`config.mk`:
```
export PLATFORM = sky130hd
export DESIGN_NAME = tt_um_akanksha_hu8785_nand_tester
export DESIGN_NICKNAME = d
export VERILOG_FILES = /design/src/rtl/nand_tester_pkg.sv /design/src/rtl/tt_sync2.sv /design/src/rtl/tt_um_akanksha_hu8785_nand_tester.sv
export SDC_FILE = /design/constraint.sdc
export NUM_CORES = 1
export LEC_CHECK = 0
export ABC_AREA = 0
export CAP_MARGIN = 30
export CORE_UTILIZATION = 36
export CTS_BUF_LIST = sky130_fd_sc_hd__clkbuf_8
export CTS_CLUSTER_DIAMETER = 50
export DETAILED_ROUTE_END_ITERATION = 12
export PLACE_DENSITY = 0.72
export SETUP_SLACK_MARGIN = 0.15
export SLEW_MARGIN = 5
export SYNTH_ARGS = -nofsm -noshare
export SYNTH_HDL_FRONTEND = slang
export SYNTH_SLANG_ARGS = --single-unit
```
`constraint.sdc`:
```
create_clock -name clk -period 3.1 [get_ports clk]
set_input_delay 0.62 -clock clk [delete_from_list [all_inputs] [get_ports clk]]
set_output_delay 0.62 -clock clk [all_outputs]
set_load 0.01 [all_outputs]
```
`src/rtl/nand_tester_pkg.sv`:
```
// Shared definitions for the NAND truth-table exerciser: FSM state encoding,
// vector-sequence constants, the fixed uio output-enable pattern and the
// expected-response helper.
package nand_tester_pkg;

    typedef enum logic [2:0] {
        IDLE   = 3'd0,
        DRIVE  = 3'd1,
        SETTLE = 3'd2,
        SAMPLE = 3'd3,
        DONE   = 3'd4
    } state_t;

    localparam int         NUM_VEC    = 4;
    localparam logic [1:0] LAST_VEC   = 2'd3;
    localparam logic [7:0] UIO_OE_VAL = 8'b0000_0011;

    // Expected NAND output for a {B,A} vector, optionally inverted to inject a fault
    function automatic logic nand_expect(input logic [1:0] ab, input logic invert);
        return (~(ab[0] & ab[1])) ^ invert;
    endfunction

endpackage

```
`src/rtl/tt_sync2.sv`:
```
// Two-flop synchroniser with asynchronous active-low reset, used for the
// asynchronous control pins and the external NAND response.
module tt_sync2 #(
    parameter int WIDTH = 1
) (
    input  logic             clk,
    input  logic             rst_n,
    input  logic [WIDTH-1:0] d,
    output logic [WIDTH-1:0] q
);

    logic [WIDTH-1:0] meta;

    // Two back-to-back flops give metastability a full cycle to resolve
    always_ff @(posedge clk or negedge rst_n) begin
        if (!rst_n) begin
            meta <= '0;
            q    <= '0;
        end else begin
            meta <= d;
            q    <= meta;
        end
    end

endmodule

```
`src/rtl/tt_um_akanksha_hu8785_nand_tester.sv`:
```
// On-chip NAND truth-table exerciser (TinyTapeout tile pinout).
// Drives {B,A} on uio_out[1:0] through 00,01,10,11, samples the NAND response
// and reports busy/done/pass/fail plus a saturating error count on uo_out.
// Optional build macro NAND_TESTER_LOOPBACK_EN: the response comes from an
// internal registered NAND of uio_out[1:0] instead of uio_in[2].
module tt_um_akanksha_hu8785_nand_tester
    import nand_tester_pkg::*;
#(
    parameter int SETTLE_CYCLES = 4,
    parameter int ERR_W         = 4
) (
    input  logic [7:0] ui_in,
    output logic [7:0] uo_out,
    input  logic [7:0] uio_in,
    output logic [7:0] uio_out,
    output logic [7:0] uio_oe,
    input  logic       ena,
    input  logic       clk,
    input  logic       rst_n
);

    localparam int               VEC_W       = $clog2(NUM_VEC);
    localparam int               CNT_W       = $clog2(SETTLE_CYCLES + 1);
    localparam logic [CNT_W-1:0] SETTLE_LAST = CNT_W'(SETTLE_CYCLES - 1);
    localparam logic [ERR_W-1:0] ERR_MAX     = '1;

    state_t             state;
    state_t             state_next;
    logic               run_start;
    logic               clear_err;
    logic [1:0]         ctrl_sync;
    logic               start_prev;
    logic               start_pulse;
    logic               cont_mode;
    logic               resp;
    logic               mismatch;
    logic [VEC_W-1:0]   vec;
    logic [1:0]         ab;
    logic [CNT_W-1:0]   settle_cnt;
    logic [ERR_W-1:0]   err_cnt;
    logic               fail;
    logic               run_err;
    logic               busy;
    logic               done;
    logic               pass;
    logic               unused_inputs;

    tt_sync2 #(.WIDTH(2)) u_ctrl_sync (
        .clk   (clk),
        .rst_n (rst_n),
        .d     (ui_in[1:0]),
        .q     (ctrl_sync)
    );

`ifdef NAND_TESTER_LOOPBACK_EN
    logic loop_resp;

    // Internal NAND of the driven vector, registered once, stands in for the external part
    always_ff @(posedge clk or negedge rst_n) begin
        if (!rst_n) begin
            loop_resp <= 1'b1;
        end else begin
            loop_resp <= ~(ab[0] & ab[1]);
        end
    end

    assign resp          = loop_resp;
    assign unused_inputs = &{1'b0, ena, ui_in[7:3], uio_in[7:0]};
`else
    tt_sync2 #(.WIDTH(1)) u_resp_sync (
        .clk   (clk),
        .rst_n (rst_n),
        .d     (uio_in[2]),
        .q     (resp)
    );

    assign unused_inputs = &{1'b0, ena, ui_in[7:3], uio_in[7:3], uio_in[1:0]};
`endif

    // Delayed copy of the synced start level for rising-edge detection
    always_ff @(posedge clk or negedge rst_n) begin
        if (!rst_n) begin
            start_prev <= 1'b0;
        end else begin
            start_prev <= ctrl_sync[0];
        end
    end

    assign start_pulse = ctrl_sync[0] & ~start_prev;
    assign cont_mode   = ctrl_sync[1];
    assign mismatch    = resp != nand_expect(ab, ui_in[2]);

    // FSM state register
    always_ff @(posedge clk or negedge rst_n) begin
        if (!rst_n) begin
            state <= IDLE;
        end else begin
            state <= state_next;
        end
    end

    // Next-state logic; continuous mode restarts without clearing the error count
    always_comb begin
        state_next = state;
        run_start  = 1'b0;
        clear_err  = 1'b0;
        case (state)
            IDLE: begin
                if (start_pulse) begin
                    state_next = DRIVE;
                    run_start  = 1'b1;
                    clear_err  = 1'b1;
                end
            end
            DRIVE: begin
                state_next = SETTLE;
            end
            SETTLE: begin
                if (settle_cnt == SETTLE_LAST) begin
                    state_next = SAMPLE;
                end
            end
            SAMPLE: begin
                if (vec == LAST_VEC) begin
                    state_next = DONE;
                end else begin
                    state_next = DRIVE;
                end
            end
            DONE: begin
                if (cont_mode) begin
                    state_next = DRIVE;
                    run_start  = 1'b1;
                end else if (start_pulse) begin
                    state_next = DRIVE;
                    run_start  = 1'b1;
                    clear_err  = 1'b1;
                end
            end
            default: begin
                state_next = IDLE;
            end
        endcase
    end

    // Vector, stimulus, settle counter and error bookkeeping
    always_ff @(posedge clk or negedge rst_n) begin
        if (!rst_n) begin
            vec        <= '0;
            ab         <= 2'b00;
            settle_cnt <= '0;
            err_cnt    <= '0;
            fail       <= 1'b0;
            run_err    <= 1'b0;
        end else begin
            if (run_start) begin
                vec     <= '0;
                run_err <= 1'b0;
                if (clear_err) begin
                    err_cnt <= '0;
                end
            end
            case (state)
                DRIVE: begin
                    ab         <= vec;
                    settle_cnt <= '0;
                end
                SETTLE: begin
                    settle_cnt <= settle_cnt + 1'b1;
                end
                SAMPLE: begin
                    if (mismatch) begin
                        fail    <= 1'b1;
                        run_err <= 1'b1;
                        if (err_cnt != ERR_MAX) begin
                            err_cnt <= err_cnt + 1'b1;
                        end
                    end
                    if (vec != LAST_VEC) begin
                        vec <= vec + 1'b1;
                    end
                end
                default: begin
                end
            endcase
        end
    end

    assign busy = (state == DRIVE) || (state == SETTLE) || (state == SAMPLE);
    assign done = (state == DONE);
    assign pass = done && !run_err;

    assign uo_out  = {4'(err_cnt), fail, pass, done, busy};
    assign uio_out = {6'b00_0000, ab};
    assign uio_oe  = UIO_OE_VAL;

endmodule

```
==> flow_summary.toml <==
[synthesis]
syn-cell-area_mm2 = 0.001196
synth_top_area_frac = 0.4812
yosysUniqueCellTypes = 32
yosysTopAreaCell = "dfrtp_1"
avgSynthCellArea_um2 = 10.14
synth_seq_area_share = 0.4812
async_reset_ff_frac = 1.000
ys.flop_type = "dfrtp_1"
netlist_top_cells_area = "dfrtp_1, buf_4, nand2_1, ha_1, nand3_1"
ys_ff_latch = 23
synth_cells = 118
ys_warn_count = 0
synth-edff-count = 0

[clocking]
clk_pin_slew_ps = 80
cts_resized = 0
htreeDepth = 1
cts_root_buf = "clkbuf_8"
cts-buffers-inserted = 3
clock_sinks = 23
tritoncts = "yes"
postCtsSetupBuffers = 0
postCtsHoldBufs = 0
clkLatencyLatePin_ps = 270
ctsLongestPathBuffers = 2

[critical_path]
critPathRequiredTime_ps = 2480
cp-end-kind = "output port"
worstPathMaxFanout = 9
crit_type = "flip-flop to output port"
arrival_ps = 1820
start_kind = "flip-flop"

[floorplan]
io_pins = 43
core-area_mm2 = 0.003103
dieArea_mm2 = 0.003557
die_y_um = 59.64
die_x_um = 59.64
row_count = 20
initial_core_util = 0.3855

[placed_design]
hpwl_um = 1409
dpl_worst_slack_ps = 962.3
globalplace.congestion = 0.7430
portBuffers = 15

[power_and_ir_drop]
vdd_drop_max_mv = 0.2847
p_per_area_mw_per_mm2 = 763.7
p_leak_nw = 0.6241

[finish]
final_common_cell = "dfrtp_1"
nets = 154
area_growth_pct = 13.18
layout-drive-gt1-share = 0.1077
layout_common_cells = "dfrtp_1, nand2_1, clkdlybuf4s50_1, conb_1, inv_1"
diodes = 0

[timing]
final_max_slew_viol_count = 0
setup_slack_ps = 660.6
finalSetupTns_ps = 0
hold_violations = 0
finalCritPeriodShare = 0.7869
final-setup-viol-count = 0
grt_setup_unrepaired = "false"
clock_skew_ps = 10.25
period_needed_ps = 2439
max_freq_mhz = 409.9

[worst_hold_path]
holdCritPathClass = "flip-flop to flip-flop"

[run_status]
status = "finished clean"

[global_routing]
grt_max_degree = 24
grt.overflow.total = 0
grt_pass1_wl_um = 3201
track_usage = 0.1232
antenna_found_initial = 0
first_global_vias = 744

[route]
viasPerCell = 4.431
routed-via-count = 771
wl_per_cell_um = 10.56
drt_iter0_drc = 36
dr.pass1.iters = 4
postRouteAntennaNets = 0
drc = 0
totalWireLength_um = 1837

[run]
cap_violations = 0
## through the flow
step	hold slack (ps)	util	cell area [µm²]	power [mW]	std cells
floorplan	324.4	-	1241	0.7410	130
global placement	333.2	0.4218	1309	0.8340	170
detailed placement	340.4	0.4218	1309	0.8618	170
CTS	357.0	0.4363	1354	1.044	174
global route	360.9	0.4363	1354	1.120	174
finish	355.0	0.4363	1354	1.034	174
## power breakdown
| group | internal [mW] | leakage [nW] | switching, mW | total, mW |
|---|---|---|---|---|
| logic | 0.203 | 0.311 | 0.179 | 0.382 |
| registers | 0.382 | 0.287 | 0.0886 | 0.471 |
| clock network | 0.0886 | 0.0269 | 0.0927 | 0.181 |
| total | 0.673 | 0.624 | 0.360 | 1.03 |
## synthesized netlist by cell type, types with 2 or more instances
library cell,n
o21ai_1,2
o21ai_0,4
nand3b_1,2
a21oi_1,4
mux2i_1,2
ha_1,4
nor3_1,3
dfrtp_1,23
nand2_1,15
buf_2,2
nand3_1,6
buf_4,18
xnor2_1,3
mux2_4,2
inv_1,6
conb_1,2
nand2b_1,2
nor2_1,4
## flip-flops by register name (all words and copies together) (netlist names), 2 cells and up
register	cells
ab	2
err_cnt	4
settle_cnt	3
state	3
u_ctrl_sync.meta	2
u_ctrl_sync.q	2
vec	2
## layout make-up
| class | count | area (µm²) |
|---|---|---|
| fillers | 299 | 1749 |
| flip-flops and latches | 23 | 575.6 |
| multi-input cells | 81 | 498.0 |
| repair buffers | 16 | 157.7 |
| well taps | 44 | 55.05 |
| clock buffers | 3 | 41.29 |
| inverters | 6 | 22.52 |
| clock inverters | 1 | 3.754 |
## worst paths after layout
| check | startpoint | to | slack [ps] | cells after the start |
|---|---|---|---|---|
| worst max-delay path | state[0] | uo_out[2] | 660 | 4 |
| worst min-delay path | u_ctrl_sync.meta[0] | u_ctrl_sync.q[0] | 350 | 0 |
| worst max register to register | settle_cnt[0] | settle_cnt[2] | 1680 | 5 |
| worst min register to register | u_ctrl_sync.meta[0] | u_ctrl_sync.q[0] | 350 | 0 |
| max in group asynchronous | rst_n | u_ctrl_sync.meta[1] | 2170 | 2 |
| min in group asynchronous | rst_n | err_cnt[1] | 690 | 2 |
## metal layers
metal,global-route usage,wire (µm),vias to the layer above
met2,0.2000,849,26
met1,0.1508,872,359
met4,0.03987,22,0
met5,0,0,-
met3,0.04585,92,3
li1,-,-,383
## worst max-delay path: stages (launching register included)
cell and delay, ps:
dfrtp_1 490, nor2_1 260, nand2_1 150, nor2_1 120, clkdlybuf4s50_1 540
## logic make-up after synthesis
logic type	Yosys count	synth area share
AND/OR/NAND/NOR	41	0.1872
buffers and inverters	26	0.1402
flip-flops	23	0.4812
AO/OA/AOI/OAI	15	0.07951
adder cells (fa/ha/maj)	4	0.04184
multiplexers	4	0.04184
XOR/XNOR	3	0.02197
other	2	0.006278
No activity file was read; power rests on OpenSTA's default activity.
==> RTL edit: new RTL, config.mk and constraints unchanged <==
`ERR_W`: 4 -> 3.
--- a/src/rtl/tt_um_akanksha_hu8785_nand_tester.sv
+++ b/src/rtl/tt_um_akanksha_hu8785_nand_tester.sv
@@ -9,3 +9,3 @@
     parameter int SETTLE_CYCLES = 4,
-    parameter int ERR_W         = 4
+    parameter int ERR_W         = 3
 ) (
Formal check against the unedited RTL: same outputs for any inputs over 10 cycles, from zero or initial values and one cycle with rst_n low; that may be too few to reach the edited logic, so the function may still have changed.
==> RTL edit against the unedited design <==
  * Sequential power shrank 0.8%
  * Clock power rose by 10%
  * Largest power group unchanged
  * Final area decreased by 4.3%
  * First-iteration DRC count is 89% lower
  * Wire length decreased by 12%
  * Die area decreased by 3.1%
  * Critical endpoint is now uo_out[0]
  * Synthesized area fell by 3.2%
  * Setup slack improved by 0.020 ns
  * Register-to-register slack better by 0.04 ns
  * Via count shrank 12%
  * Highest routed layer unchanged
  * Synthesized cell count is 11% lower
  * Sequential share of layout area hardly changed
  * Power rose by 3.0%
  * Sequential cell count down 1
==> RTL edit: results <==
power:
  p_comb_uw: 398
  p_sw_share_pct: 33.64
  power.share.clock_pct: 18.8
  leakagePower_nw: 0.6341
  ir_drop_v: 0.0003269
  pg_clk_uw: 200
setup_path:
  crit_slowest_cell: "dfrtp_1"
  worst_ep_arrival_time_ns: 1.80
  reg2reg_depth: 2
  slowest_delay_ns: 0.58
  regToRegSetupSlack_ns: 1.72
  timing.rr.start: "state[0]"
  worstPathMaxFanout: 8
layout:
  n_all_buffers: 15
  nFillCells: 310
  drive_gt1_share_pct: 12.17
  final-clk-cell-share_pct: 4.251
  clock_buffers: 4
  buffer_area_share_pct: 11.98
  reg.largest.list: "err_cnt x3, settle_cnt x3, state x3"
  multiInputGateArea_sq_um: 452.9
  nets: 140
drt:
  wl_met3_um: 75
  met2WireLength_um: 809
  wl_met1_um: 696
  first_iter_violations: 4
  wl_per_cell_um: 10.13
yosys:
  synth_fa_ha_area_share_pct: 5.405
  ys_top_cells_by_count: "dfrtp_1, buf_4, nand2_1"
  synthMuxAreaShare_pct: 7.243
  synth_xor_area_share_pct: 2.270
  synth.area.top_cells: "dfrtp_1, buf_4, ha_1"
  ys_seq_area_share_pct: 47.57
  ys_types: 29
  ys_ff_latch: 22
timing:
  skew_ns: 0.003140
global_routing:
  use_met2_pct: 18.06
  use_met3_pct: 2.198
  grt_pass1_vias: 655
  grt_pass1_wl_um: 2739
  track_usage_pct: 10.90
  grt_max_degree: 23
status:
  status: "finished clean"
placement:
  dpl.hpwl_um: 1252
  place.gp.congestion: 0.7145
  io_buffers: 14
[RTL edit: how the worst min path moves through the flow]
stage,start,to,slack (ns),cells after the start
3_5_place_dp,u_resp_sync.meta,u_resp_sync.q,0.34,0
4_1_cts,u_resp_sync.meta,u_resp_sync.q,0.36,0
6_report,u_resp_sync.meta,u_resp_sync.q,0.36,0
2_1_floorplan,rst_n,ab[0],0.32,0
5_1_grt,u_ctrl_sync.meta[1],u_ctrl_sync.q[1],0.36,0
3_3_place_gp,u_ctrl_sync.meta[0],u_ctrl_sync.q[0],0.33,0
[RTL edit: per-stage QoR]
step           setup WS (ns)  cells  hold slack (ns)  area [sq um]
2_1_floorplan          1.553    118           0.3244          1206
3_3_place_gp          0.9703    154           0.3329          1225
3_5_place_dp          0.9422    154           0.3371          1225
4_1_cts               0.6557    158           0.3619          1280
5_1_grt               0.5649    159           0.3629          1295
6_report              0.6811    159           0.3554          1295
